`config.mk`:
```
export PLATFORM = sky130hd
export DESIGN_NAME = log
export DESIGN_NICKNAME = d
export VERILOG_FILES = /design/src/rtl/log.sv
export SDC_FILE = /design/constraint.sdc
export NUM_CORES = 1
export LEC_CHECK = 0
export CELL_PAD_IN_SITES_DETAIL_PLACEMENT = 0
export CELL_PAD_IN_SITES_GLOBAL_PLACEMENT = 1
export CORE_MARGIN = 2
export CORE_UTILIZATION = 40
export DETAILED_ROUTE_END_ITERATION = 7
export HOLD_SLACK_MARGIN = 0.05
export PLACE_DENSITY = 0.79
export REMOVE_ABC_BUFFERS = 1
export SYNTH_ARGS = -nofsm -noshare
export SYNTH_HDL_FRONTEND = slang
export SYNTH_SLANG_ARGS = --single-unit
```
`constraint.sdc`:
```
create_clock -name clk125MHz -period 5.05 [get_ports clk125MHz]
set_input_delay 0.7575 -clock clk125MHz [delete_from_list [all_inputs] [get_ports clk125MHz]]
set_output_delay 0.7575 -clock clk125MHz [all_outputs]
set_load 0.01 [all_outputs]
```
`src/rtl/log.sv`:
```
// Frame logger: counts received frames and checks that their embedded 24-bit
// sequence numbers arrive in order, stopping after a run of idle cycles.
module log #(
  parameter int unsigned IDLE_TIMEOUT = 1000,
  parameter int unsigned SEQ_IDX      = 3
) (
  input  logic        clk125MHz,
  input  logic        rst,
  input  logic        rx_en,
  input  logic [7:0]  rx_data,
  output logic [31:0] countp,
  output logic [31:0] okp,
  output logic        finished,
  output logic        started
);

  localparam int unsigned IDLE_W = $clog2(IDLE_TIMEOUT + 1);
  localparam logic [7:0]  SEQ_HI  = 8'(SEQ_IDX);
  localparam logic [7:0]  SEQ_MID = 8'(SEQ_IDX + 1);
  localparam logic [7:0]  SEQ_LO  = 8'(SEQ_IDX + 2);

  logic              rx_en_q;
  logic              seen_low;
  logic              in_frame;
  logic [7:0]        byte_idx;
  logic [23:0]       seq;
  logic [23:0]       expected;
  logic              first;
  logic [IDLE_W-1:0] idle_cnt;

  logic              frame_start_c;
  logic              frame_end_c;
  logic              frame_valid_c;
  logic              seq_ok_c;
  logic              receiving_c;
  logic [7:0]        cur_idx_c;
  logic [IDLE_W-1:0] idle_next_c;

  // A start edge only counts once rx_en has been seen low since reset, so a
  // frame straddling the reset release is never treated as a new frame.
  always_comb begin
    frame_start_c = rx_en & ~rx_en_q & seen_low;
    receiving_c   = rx_en & (frame_start_c | in_frame);
    cur_idx_c     = 8'd0;
    if (!frame_start_c) begin
      cur_idx_c = (byte_idx == 8'hFF) ? 8'hFF : byte_idx + 8'd1;
    end
    frame_end_c   = ~rx_en & rx_en_q & in_frame;
    frame_valid_c = frame_end_c & (byte_idx >= SEQ_LO) & ~finished;
    seq_ok_c      = first | (seq == expected);
    idle_next_c   = idle_cnt + IDLE_W'(1);
  end

  always_ff @(posedge clk125MHz) begin
    if (rst) begin
      rx_en_q  <= 1'b0;
      seen_low <= 1'b0;
      in_frame <= 1'b0;
      byte_idx <= 8'd0;
      seq      <= 24'd0;
      expected <= 24'd0;
      first    <= 1'b1;
      idle_cnt <= '0;
      countp   <= 32'd0;
      okp      <= 32'd0;
      finished <= 1'b0;
      started  <= 1'b0;
    end else begin
      rx_en_q <= rx_en;
      if (!rx_en) seen_low <= 1'b1;
      if (rx_en) started <= 1'b1;

      // Byte index and sequence capture; a frame end always rewinds the index.
      if (receiving_c) begin
        in_frame <= 1'b1;
        byte_idx <= cur_idx_c;
        if (cur_idx_c == SEQ_HI)  seq[23:16] <= rx_data;
        if (cur_idx_c == SEQ_MID) seq[15:8]  <= rx_data;
        if (cur_idx_c == SEQ_LO)  seq[7:0]   <= rx_data;
      end else if (!rx_en) begin
        in_frame <= 1'b0;
        byte_idx <= 8'd0;
      end

      // finished is read before update, so a frame ending as it sets still counts.
      if (frame_valid_c) begin
        countp   <= countp + 32'd1;
        if (seq_ok_c) okp <= okp + 32'd1;
        expected <= seq + 24'd1;
        first    <= 1'b0;
      end

      if (rx_en) begin
        idle_cnt <= '0;
      end else if (started && !finished) begin
        idle_cnt <= idle_next_c;
        if (idle_next_c == IDLE_W'(IDLE_TIMEOUT)) finished <= 1'b1;
      end
    end
  end

endmodule

```
# Yosys cells after proc, flatten, opt, wreduce, memory -nomap -nowiden
# Index checks and enable logic that the tools add are counted.
dict set report op_classes {
  multipliers 0
  mux 6
  reduce_logical 8
  n_eq_ne 7
  div_mod_pow 0
  n_bitwise 12
  n_lt_le_gt_ge 1
  shift 0
  addsub 5
}
# op count
set op_table {}
lappend op_table {{$add 32x1->32 const B} 2}
lappend op_table {{$mux 8} 4}
lappend op_table {{$add 24x1->24 const B} 1}
lappend op_table {{$eq 24x24->1} 1}
lappend op_table {{$eq 8x3->1 const B} 2}
lappend op_table {{$add 10x1->10 const B} 1}
lappend op_table {{$eq 10x10->1 const B} 1}
lappend op_table {{$add 8x1->8 const B} 1}
lappend op_table {{$eq 8x2->1 const B} 1}
lappend op_table {{$eq 8x8->1 const B} 1}
lappend op_table {{$ge 8x3->1 const B} 1}
lappend op_table {{$reduce_and 2->1} 4}
lappend op_table {{$and 1x1->1} 7}
lappend op_table {{$not 1->1} 3}
lappend op_table {{$reduce_and 3->1} 1}
lappend op_table {{$mux 1} 2}
lappend op_table {{$ne 2x1->1 const B} 1}
lappend op_table {{$or 1x1->1} 2}
lappend op_table {{$reduce_or 2->1} 1}
lappend op_table {{$logic_and 1x1->1} 1}
lappend op_table {{$logic_not 1->1} 1}
dict set report word_totals {
  mem_bits_ro 0
  register_bits 136
  memories 0
  ram_bits 0
  input_bits 11
  latch_bits 0
  wordCells 53
  out_inout_bits 66
}

# Longest topological paths before layout
dict set report depth {
  depth_word 6
  ltp_mapped 10
  depth_no_buf 8
}

# Least setup slack after synthesis
# OpenSTA, ideal clock, no wires.
dict set report synth_path {
  path_type {input -> register}
  startpoint {input port rx_en}
  endpoint {register okp[16]}
  path_stages 6
  arrival_time_ps 2178
  path_buffers 1
  setup_time_ps 70
  slack_ps 2802
  t_required_ps 4980
  cell_sequence {nand4b_1 -> nor2_2 -> a31oi_4 -> clkbuf_1 -> or4_1 -> a21oi_1}
}
dict set report synth_between {
  elab_chain_cells 6
}
# element line
set synth_lines {}
lappend synth_lines {{start: declaration} 9} ;# input logic rx_en,
lappend synth_lines {{$not 1->1 (no line)} n/a}
lappend synth_lines {{$and 1x1->1 (2 in series)} 48} ;# frame_end_c = ~rx_en & rx_en_q & in_frame;
lappend synth_lines {{$and 1x1->1 (2 in series)} 49} ;# frame_valid_c = frame_end_c & (byte_idx >= SEQ_LO) & ~finished;
lappend synth_lines {{$reduce_and 2->1 (no line)} n/a}
lappend synth_lines {{end signal: assignment} 88} ;# if (seq_ok_c) okp <= okp + 32'd1;
lappend synth_lines {{end: declaration} 12} ;# output logic [31:0] okp,
# No other way between the ends.
# A chain may end at the register's enable or synchronous reset.

# Final worst setup path
dict set report layout_path {
  startpoint {input port rx_en}
  endpoint {register okp[14]}
}
# Same word-level chain as after synthesis.

==> results_dict.tcl <==
set metrics [dict create \
    yosys-top-cells-area "dfxtp_1 (39%), xor2_1 (5.9%), nor2_1 (5.3%)" \
    path_max_fanout 50 \
    dieWidth_um 136 \
    cp-start-kind "primary input" \
    critPathKind "in -> reg" \
    synth.avg_cell_area_um2 8.76 \
    synth_flop_cell "dfxtp_1" \
    skew_ns 0.00801 \
    ys_ff_latch 136 \
    worst_setup_path_end_kind "flip-flop" \
    whs_ns 0.496 \
    cts_setup_buffers 0 \
    final_common_cell "dfxtp_1" \
    place.gp.congestion 0.822 \
    run_status "finished clean" \
    maxCapViolCount 0 \
    antenna_cells 0 \
    r2r_slack_ns 2.18 \
    yosysTopAreaCell "dfxtp_1" \
    synthCells 793 \
    setup_viol_count_final 0 \
    maxSlewViolCount 0 \
    hp-class "reg -> reg" \
    synth.distinct_cells 57 \
    synth_edf_count 0 \
    cp.required_ns 5.39 \
    syn_to_final_growth_pct 20.6 \
    comb_power_share 0.020 \
    timing.final.crit_period_ns 2.92 \
    tightest_slew_ns 1.14 \
    ys_warn_count 0 \
    grt_use_total 0.177 \
    worstSetupStartpoint "rx_en" \
    cts_resized 0 \
    antenna_left 0 \
    cts_root_buf "clkbuf_16" \
    initial_core_util 0.406 \
    tns_ns 0 \
    grt_max_degree 73 \
    max_freq_mhz 342 \
    grt_setup_unrepaired "false" \
    cp.arrival_ns 3.26 \
    drive_above_1_share 0.0560 \
    layout_common_cells "dfxtp_1 (136), nor2_1 (98), clkdlybuf4s50_1 (75)" \
    cts_buffers 17 \
    clock_sinks 136 \
    die_h_um 136 \
    async_flop_share 0 \
    path_clk_slew_ns 0.06 \
    dr.pass1.iters 4 \
    ys_seq_area_frac 0.392 \
    leakagePower_uw 0.00275 \
    peakVddDrop_v 0.000247 \
    io_pins 77 \
    grt_pass1_vias 5217 \
    cts.hold.buffers_added 0 \
    finalHoldViolCount 0 \
    first_iter_violations 314 \
    rr_startpoint "byte_idx[3]" \
    h-tree-depth 4 \
    routedWlPerCell_um 14.4 \
    fin_crit_sh 0.579 \
    hold_path.startpoint "okp[15]" \
    vias_per_cell 5.24 \
    vias 5672 \
    cts_tree "built" \
    power_density_nw_per_um2 279 \
    finish.utilization 0.489 \
    ctsLongestPathBuffers 2 \
    switching_power_uw 466 \
    fp.coreArea_um2 17100 \
    swShare 0.199 \
    drc 0 \
    pwr-share-seq 0.462 \
    p_clk_frac 0.518 \
    overflow 0 \
    wl_um 15600 \
    die-area_um2 18400 \
    power.internal_uw 1870 \
    hpwlAfterDp_um 10700 \
    worstSkewPairLatency_ns 0.41 \
    slew_headroom 0.238 \
    num_rows 48 \
    antenna_found_initial 0 \
    synth_top_area_frac 0.392 \
    grt_pass1_wl_um 26300 \
    io_buffers 76 \
    nets 864 \
    syn-cell-area_um2 6950 \
]
==> worst max-delay path, cell delays in order <==
cell and delay, ns:
clkdlybuf4s50_1 0.56, nand4b_1 0.38, nor2_4 0.28, a31oi_4 0.45, or4_1 0.64, a21oi_1 0.16
==> synth_stat cells (24+ instances only) <==
cell / n
mux2i_1: 28
nand2b_1: 26
a211oi_1: 24
xor2_1: 47
a21oi_1: 38
clkbuf_1: 34
nor2_1: 98
nand2_1: 38
dfxtp_1: 136
nand4_1: 33
xnor2_1: 42
nand3_1: 42
==> sequential cells by signal (all words and copies together), names as in the netlist <==
register  cells
seen_low      1
finished      1
seq          24
first         1
countp       32
in_frame      1
byte_idx      8
idle_cnt     10
expected     24
okp          32
rx_en_q       1
started       1
==> kinds of logic (layout without fill, tap and decap cells) <==
group | Yosys count | count (layout) | synth area share
xor+xnor | 90 | 90 | 0.115
mux | 30 | 30 | 0.0436
buf+inv | 59 | 123 | 0.0380
flops | 136 | 136 | 0.392
compound gates | 114 | 114 | 0.116
simple gates | 356 | 356 | 0.282
fa+ha+maj | 8 | 8 | 0.0144
==> path summary, 6_finish.rpt <==
kind	end	cells after the start
max	okp[14]	6
min	okp[15]	2
max reg2reg	okp[1]	6
min reg2reg	okp[15]	2
==> power groups by stage <==
stage,Clock [µW],Sequential (µW),Combinational [µW]
3_3_place_gp,0,1100,48.7
3_5_place_dp,0,1100,48.4
2_1_floorplan,0,1100,16.9
4_1_cts,1240,1080,48.6
5_1_grt,1290,1080,52.6
6_report,1210,1080,47.7
==> area by class of cell <==
| class | count | area [µm²] |
|---|---|---|
| multi-input combinational | 598 | 3970 |
| tap | 225 | 282 |
| clock inverter | 2 | 60.1 |
| sequential | 136 | 2720 |
| timing repair buffer | 79 | 781 |
| fill | 1694 | 8740 |
| clock buffer | 29 | 510 |
| inverter | 13 | 48.8 |
==> stage by stage <==
step                setup slack, ns  cell area (µm²)  std cells  power, µW
CTS                            2.15             8370       1082       2370
detailed placement             1.72             7800       1051       1150
finish                         2.13             8370       1082       2340
global route                   1.91             8370       1082       2420
floorplan                      1.42             6730        747       1120
global placement               1.80             7800       1051       1150
==> layer usage <==
layer,share of wire,wire length [µm],track usage,up-vias
met3,0.035,541,0.0322,17
li1,-,-,-,2958
met4,0.012,189,0.0556,0
met2,0.43,6760,0.266,86
met1,0.52,8070,0.257,2611
met5,0,0,0,-
No activity file was read; power rests on OpenSTA's default activity.
